[config.mk]
export PLATFORM = sky130hd
export DESIGN_NAME = sha_1_digest_serializer
export DESIGN_NICKNAME = d
export VERILOG_FILES = /design/src/rtl/sha_1_digest_serializer.sv
export SDC_FILE = /design/constraint.sdc
export NUM_CORES = 1
export LEC_CHECK = 0
export ABC_CLOCK_PERIOD_IN_PS = 17300
export CORE_UTILIZATION = 35
export CTS_BUF_LIST = sky130_fd_sc_hd__clkbuf_8
export DETAILED_ROUTE_END_ITERATION = 16
export PLACE_DENSITY_LB_ADDON = 0.3
export SYNTH_ARGS = -nofsm -noshare
export SYNTH_HDL_FRONTEND = slang
export SYNTH_SLANG_ARGS = --single-unit
export TNS_END_PERCENT = 100
[constraint.sdc]
create_clock -name i_clk -period 17.3 [get_ports i_clk]
set_clock_uncertainty 0.05 [all_clocks]
set_input_delay 2.595 -clock i_clk [delete_from_list [all_inputs] [get_ports i_clk]]
set_output_delay 2.595 -clock i_clk [all_outputs]
set_load 0.05 [all_outputs]
[src/rtl/sha_1_digest_serializer.sv]
// SHA-1 digest serializer: buffers up to DEPTH 160-bit digests from a
// pulse-only producer and streams each one out as five 32-bit words over a
// valid/ready handshake, marking the fifth word with o_out_last.
module sha_1_digest_serializer #(
    parameter int unsigned DEPTH      = 2,  // legal: 1, 2, 4
    parameter int unsigned WORD_ORDER = 0   // 0: H0 first, 1: H4 first
) (
    input  logic         i_clk,
    input  logic         i_rst,
    input  logic [159:0] i_hash_in,
    input  logic         i_hash_valid,
    output logic [31:0]  o_out_data,
    output logic         o_out_valid,
    input  logic         i_out_ready,
    output logic         o_out_last,
    output logic [2:0]   o_fill_level,
    output logic         o_overflow,
    input  logic         i_clr_overflow
);

    localparam int unsigned   PW      = (DEPTH > 1) ? $clog2(DEPTH) : 1;
    localparam logic [PW-1:0] LastPtr = PW'(DEPTH - 1);
    localparam logic [2:0]    Depth3  = 3'(DEPTH);

    logic [159:0]  r_mem [DEPTH];
    logic [PW-1:0] r_wptr;
    logic [PW-1:0] r_rptr;
    logic [2:0]    r_count;
    logic [2:0]    r_widx;
    logic          r_overflow;

    logic          w_valid;
    logic          w_xfer;
    logic          w_pop;
    logic          w_push;
    logic          w_drop;
    logic [159:0]  w_head;
    logic [2:0]    w_word_sel;
    logic [31:0]   w_word;

    function automatic logic [PW-1:0] ptr_inc(input logic [PW-1:0] p);
        return (p == LastPtr) ? '0 : p + 1'b1;
    endfunction

    assign w_valid = (r_count != 3'd0);
    assign w_xfer  = w_valid & i_out_ready;
    assign w_pop   = w_xfer & (r_widx == 3'd4);
    // A pop in the same cycle frees a slot, so a full buffer can still accept.
    assign w_push  = i_hash_valid & ((r_count < Depth3) | w_pop);
    assign w_drop  = i_hash_valid & ~w_push;

    assign w_head     = r_mem[r_rptr];
    assign w_word_sel = (WORD_ORDER != 0) ? (3'd4 - r_widx) : r_widx;

    // Select the 32-bit word of the head entry; index 0 is H0 = [159:128].
    always_comb begin
        w_word = 32'h0;
        case (w_word_sel)
            3'd0:    w_word = w_head[159:128];
            3'd1:    w_word = w_head[127:96];
            3'd2:    w_word = w_head[95:64];
            3'd3:    w_word = w_head[63:32];
            3'd4:    w_word = w_head[31:0];
            default: w_word = 32'h0;
        endcase
    end

    // Outputs decode registered state only; data is zeroed when idle.
    always_comb begin
        o_out_valid  = w_valid;
        o_out_data   = w_valid ? w_word : 32'h0;
        o_out_last   = w_valid & (r_widx == 3'd4);
        o_fill_level = r_count;
        o_overflow   = r_overflow;
    end

    // Digest storage; contents are don't-care until count covers them.
    always_ff @(posedge i_clk) begin
        if (w_push) begin
            r_mem[r_wptr] <= i_hash_in;
        end
    end

    // Pointers, occupancy, word index and sticky overflow flag.
    always_ff @(posedge i_clk or posedge i_rst) begin
        if (i_rst) begin
            r_wptr     <= '0;
            r_rptr     <= '0;
            r_count    <= 3'd0;
            r_widx     <= 3'd0;
            r_overflow <= 1'b0;
        end else begin
            if (w_push) begin
                r_wptr <= ptr_inc(r_wptr);
            end
            if (w_pop) begin
                r_rptr <= ptr_inc(r_rptr);
            end
            case ({w_push, w_pop})
                2'b10:   r_count <= r_count + 3'd1;
                2'b01:   r_count <= r_count - 3'd1;
                default: r_count <= r_count;
            endcase
            if (w_xfer) begin
                r_widx <= w_pop ? 3'd0 : r_widx + 3'd1;
            end
            // Set takes priority over clear.
            if (w_drop) begin
                r_overflow <= 1'b1;
            end else if (i_clr_overflow) begin
                r_overflow <= 1'b0;
            end
        end
    end

endmodule
==> metrics.txt <==
# TYPE chip_impl_metric gauge
chip_impl_metric{name="multiInputGateArea",unit="sq um"} 3020
chip_impl_metric{name="synth-compound-area-share",unit=""} 0.110
chip_impl_metric{name="synthesis.nets",unit=""} 929
chip_impl_metric{name="clk-insertion-delay-late",unit="ps"} 610
chip_impl_metric{name="synth_warnings",unit=""} 0
chip_impl_metric{name="die_width",unit="microns"} 196
chip_impl_info{name="worst_hold_path_type",value="flip-flop to flip-flop"} 1
chip_impl_metric{name="drt_pass1_iterations",unit=""} 5
chip_impl_metric{name="number_of_antenna_violations_at_the_first_check_in_global_routing",unit=""} 2
chip_impl_metric{name="routed_via_density",unit=""} 5.12
chip_impl_metric{name="p_leak",unit="nW"} 5.46
chip_impl_metric{name="drt_wl_total",unit="microns"} 32200
chip_impl_metric{name="cts.clk_slew.worst_paths",unit="ps"} 60
chip_impl_metric{name="syn_avg_cell_area",unit="sq um"} 17.3
chip_impl_metric{name="grt_remaining_overflow",unit=""} 0
chip_impl_metric{name="final_layout_size_suffix_gt1_frac",unit=""} 0.190
chip_impl_metric{name="remaining_drc_errors",unit=""} 0
chip_impl_info{name="ctsRootBufferMaster",value="clkbuf_8"} 1
chip_impl_info{name="critical_path_class",value="flip-flop to output pin"} 1
chip_impl_metric{name="start_util",unit=""} 0.357
chip_impl_metric{name="dp.final_hpwl",unit="microns"} 19500
chip_impl_metric{name="tritoncts.num_buffers",unit=""} 55
chip_impl_metric{name="critPathArrivalTime",unit="ps"} 5000
chip_impl_metric{name="finalSetupViolations",unit=""} 0
chip_impl_metric{name="fraction_of_synthesized_cell_area_in_xor_and_xnor_cells",unit=""} 0.00200
chip_impl_metric{name="asyncSetResetFlopFracSynth",unit=""} 0.0274
chip_impl_metric{name="worst_slew_margin_rel",unit=""} 0.279
chip_impl_metric{name="top_level_ports",unit=""} 203
chip_impl_metric{name="max_slew.worst_pin.slew",unit="ps"} 1080
chip_impl_metric{name="cts_resized",unit=""} 0
chip_impl_metric{name="clock-sinks",unit=""} 329
chip_impl_info{name="yosys_most_used_dff",value="edfxtp_1"} 1
chip_impl_metric{name="dpl-instance-area",unit="sq um"} 15600
chip_impl_metric{name="crit_path_max_fanout",unit=""} 33
chip_impl_metric{name="port_buffers",unit=""} 202
chip_impl_metric{name="post_synth_mux_area_share",unit=""} 0.0843
chip_impl_metric{name="netlist_area",unit="sq um"} 13100
chip_impl_info{name="worst_setup_path_start_kind",value="flip-flop"} 1
chip_impl_info{name="main_combinational_cell_family_by_area_after_synthesis",value="compound AO/OA/AOI/OAI gates"} 1
chip_impl_metric{name="final_period_minus_worst_setup_slack",unit="ps"} 7640
chip_impl_metric{name="synth_edf_count",unit=""} 320
chip_impl_metric{name="synthesis.instances",unit=""} 758
chip_impl_metric{name="grt_max_degree",unit=""} 82
chip_impl_info{name="most-common-layout-cells",value="320 x edfxtp_1, 202 x clkdlybuf4s50_1, 77 x mux2_2"} 1
chip_impl_metric{name="routabilityCongestion",unit=""} 0.746
chip_impl_info{name="rsz0062_at_grt",value="no"} 1
chip_impl_metric{name="ys_seq_elements",unit=""} 329
chip_impl_metric{name="seqCellArea",unit="sq um"} 9840
chip_impl_metric{name="core_outline_area",unit="sq um"} 36800
chip_impl_metric{name="postLayoutCoreUtil",unit=""} 0.451
chip_impl_metric{name="critical_path_required",unit="ps"} 14660
chip_impl_metric{name="fmax",unit="MHz"} 131
chip_impl_metric{name="antenna_cells_inserted",unit=""} 0
chip_impl_metric{name="rows",unit=""} 70
chip_impl_metric{name="post_drt_wl_per_cell",unit="microns"} 21.7
chip_impl_metric{name="detailedRoute.firstIterationViolations",unit=""} 417
chip_impl_metric{name="postCtsSetupRepairBufs",unit=""} 0
chip_impl_metric{name="power-per-cell-area",unit="nW/um^2"} 171
chip_impl_info{name="tritoncts",value="yes"} 1
chip_impl_metric{name="finalInstanceArea",unit="sq um"} 16600
chip_impl_metric{name="final_hold_viol_count",unit=""} 0
chip_impl_metric{name="max-cap-violations",unit=""} 0
chip_impl_info{name="timing.critical_path.slowest_stage_cell",value="o41ai_4"} 1
chip_impl_metric{name="cts_buffer_depth",unit=""} 3
chip_impl_metric{name="first_global_vias",unit=""} 7733
chip_impl_metric{name="cts.hold.buffers_added",unit=""} 0
chip_impl_metric{name="setup_ws",unit="ps"} 9660
chip_impl_metric{name="setup-tns-final",unit="ps"} 0
chip_impl_metric{name="synth.distinct_cells",unit=""} 42
chip_impl_info{name="outcome",value="completed"} 1
chip_impl_metric{name="synth-adder-area-share",unit=""} 0.00629
chip_impl_metric{name="period_share",unit=""} 0.442
chip_impl_metric{name="wire_length_of_the_first_global_routing_pass",unit="microns"} 47100
chip_impl_info{name="type_of_destination_of_the_critical_path",value="output pin"} 1
chip_impl_info{name="crit_chain",value="clkinv_1 > ha_2 > o41ai_4 > buf_4 > a21oi_1 > clkdlybuf4s50_1"} 1
chip_impl_metric{name="antenna_violating_nets_post_route",unit=""} 0
chip_impl_metric{name="dieArea",unit="sq um"} 38300
chip_impl_metric{name="num-nets-final",unit=""} 1145
chip_impl_metric{name="die-height",unit="microns"} 196
chip_impl_metric{name="place_ws",unit="ps"} 10180
chip_impl_metric{name="seq_total_area_yosys",unit=""} 0.749
chip_impl_metric{name="cts-htree-levels",unit=""} 2
chip_impl_metric{name="fill_cells",unit=""} 3316
chip_impl_metric{name="max_stage_delay",unit="ps"} 1090
chip_impl_metric{name="critPathBufInv",unit=""} 3
chip_impl_metric{name="synthSimpleGateAreaFrac",unit=""} 0.0231
chip_impl_metric{name="gr-usage-all-layers",unit=""} 0.167
chip_impl_metric{name="vdd_drop_max",unit="uV"} 95.8
chip_impl_metric{name="flow.area_growth_from_synthesis",unit="%"} 26.3
chip_impl_info{name="final_common_cell",value="edfxtp_1"} 1
chip_impl_metric{name="slew_violations",unit=""} 0
chip_impl_info{name="path_delay_family",value="buffers and inverters"} 1
chip_impl_metric{name="dr_total_vias",unit=""} 7618
==> state kept, by name, indices dropped and copies added (netlist names) <==
| name | cells |
|---|---|
| o_fill_level | 3 |
| o_overflow | 1 |
| r_mem | 320 |
| r_rptr | 1 |
| r_widx | 3 |
| r_wptr | 1 |
==> routing by layer <==
metal / track usage / part of all wire
met5: 0 / 0.00059
met3: 0.0531 / 0.071
met2: 0.266 / 0.47
met1: 0.218 / 0.44
met4: 0.0524 / 0.023
==> cell type report <==
class,count,share of cell area
Inverter,9,0.00204
Clock inverter,45,0.0146
Timing Repair Buffer,211,0.126
Clock buffer,57,0.0473
Multi-Input combinational cell,368,0.182
Sequential cell,329,0.593
Tap cell,468,0.0353
==> cells by family after synthesis <==
logic type / Yosys count
adders and majority gates: 6
DFF: 329
muxes: 93
xor gates and xnor gates: 3
and+or+nand+nor: 70
AOI/OAI and AO/OA: 196
buffers and inverters: 61
==> power breakdown <==
part           switching (mW)  internal [mW]  leakage, nW  total (mW)
combinational           0.763          0.428         1.89        1.19
sequential             0.0543          0.955         2.99        1.01
clock                   0.307          0.336        0.587       0.643
==> stage by stage <==
stage               power (mW)  hold slack (ps)  std cells
floorplan                 1.83              410        758
global placement          2.23              474       1385
detailed placement        2.23              485       1385
CTS                       2.89              494       1487
global route              2.99              526       1487
finish                    2.84              490       1487
==> worst reg2reg max path: cells and delay by family, from the launching register on <==
kind | cells | cell delay (ps)
AOI/OAI and AO/OA | 1 | 180
buffers and inverters | 2 | 1550
DFF | 1 | 550
and+or+nand+nor | 3 | 940
==> path summary, 6_finish.rpt <==
path / start / to / slack (ps) / cells past startpoint
max: r_widx[2]$_DFFE_PP0P_ / o_out_data[19] / 9660 / 6
min: o_overflow$_DFFE_PP0P_ / o_overflow$_DFFE_PP0P_ / 490 / 2
max reg2reg: r_widx[2]$_DFFE_PP0P_ / r_mem[0][39]$_DFFE_PP_ / 13540 / 6
min reg2reg: o_overflow$_DFFE_PP0P_ / o_overflow$_DFFE_PP0P_ / 490 / 2
max in group asynchronous: i_rst / r_widx[2]$_DFFE_PP0P_ / 14670 / 2
min in group asynchronous: i_rst / r_wptr$_DFFE_PP0P_ / 2210 / 2
==> cell usage after synthesis, types with 2 or more instances <==
library cell | instances | area share
a221oi_2 | 2 | 0.0023
a31o_2 | 5 | 0.0033
buf_2 | 26 | 0.0099
nand2_1 | 34 | 0.0097
dfrtp_1 | 9 | 0.017
mux2_4 | 16 | 0.018
a21oi_1 | 36 | 0.014
o211ai_1 | 11 | 0.0063
ha_1 | 5 | 0.0048
a21o_1 | 17 | 0.0097
inv_1 | 8 | 0.0023
a31o_1 | 10 | 0.0067
nor2_1 | 15 | 0.0043
buf_4 | 5 | 0.0029
a221oi_1 | 19 | 0.013
edfxtp_1 | 320 | 0.73
nand3_1 | 13 | 0.0050
a22o_1 | 17 | 0.011
mux2_2 | 77 | 0.066
buf_6 | 5 | 0.0043
nor3_1 | 2 | 0.00076
clkbuf_1 | 14 | 0.0040
a22oi_1 | 59 | 0.034
xnor2_1 | 2 | 0.0013
o21ai_0 | 14 | 0.0053
Power figures use the tool's default switching activity.
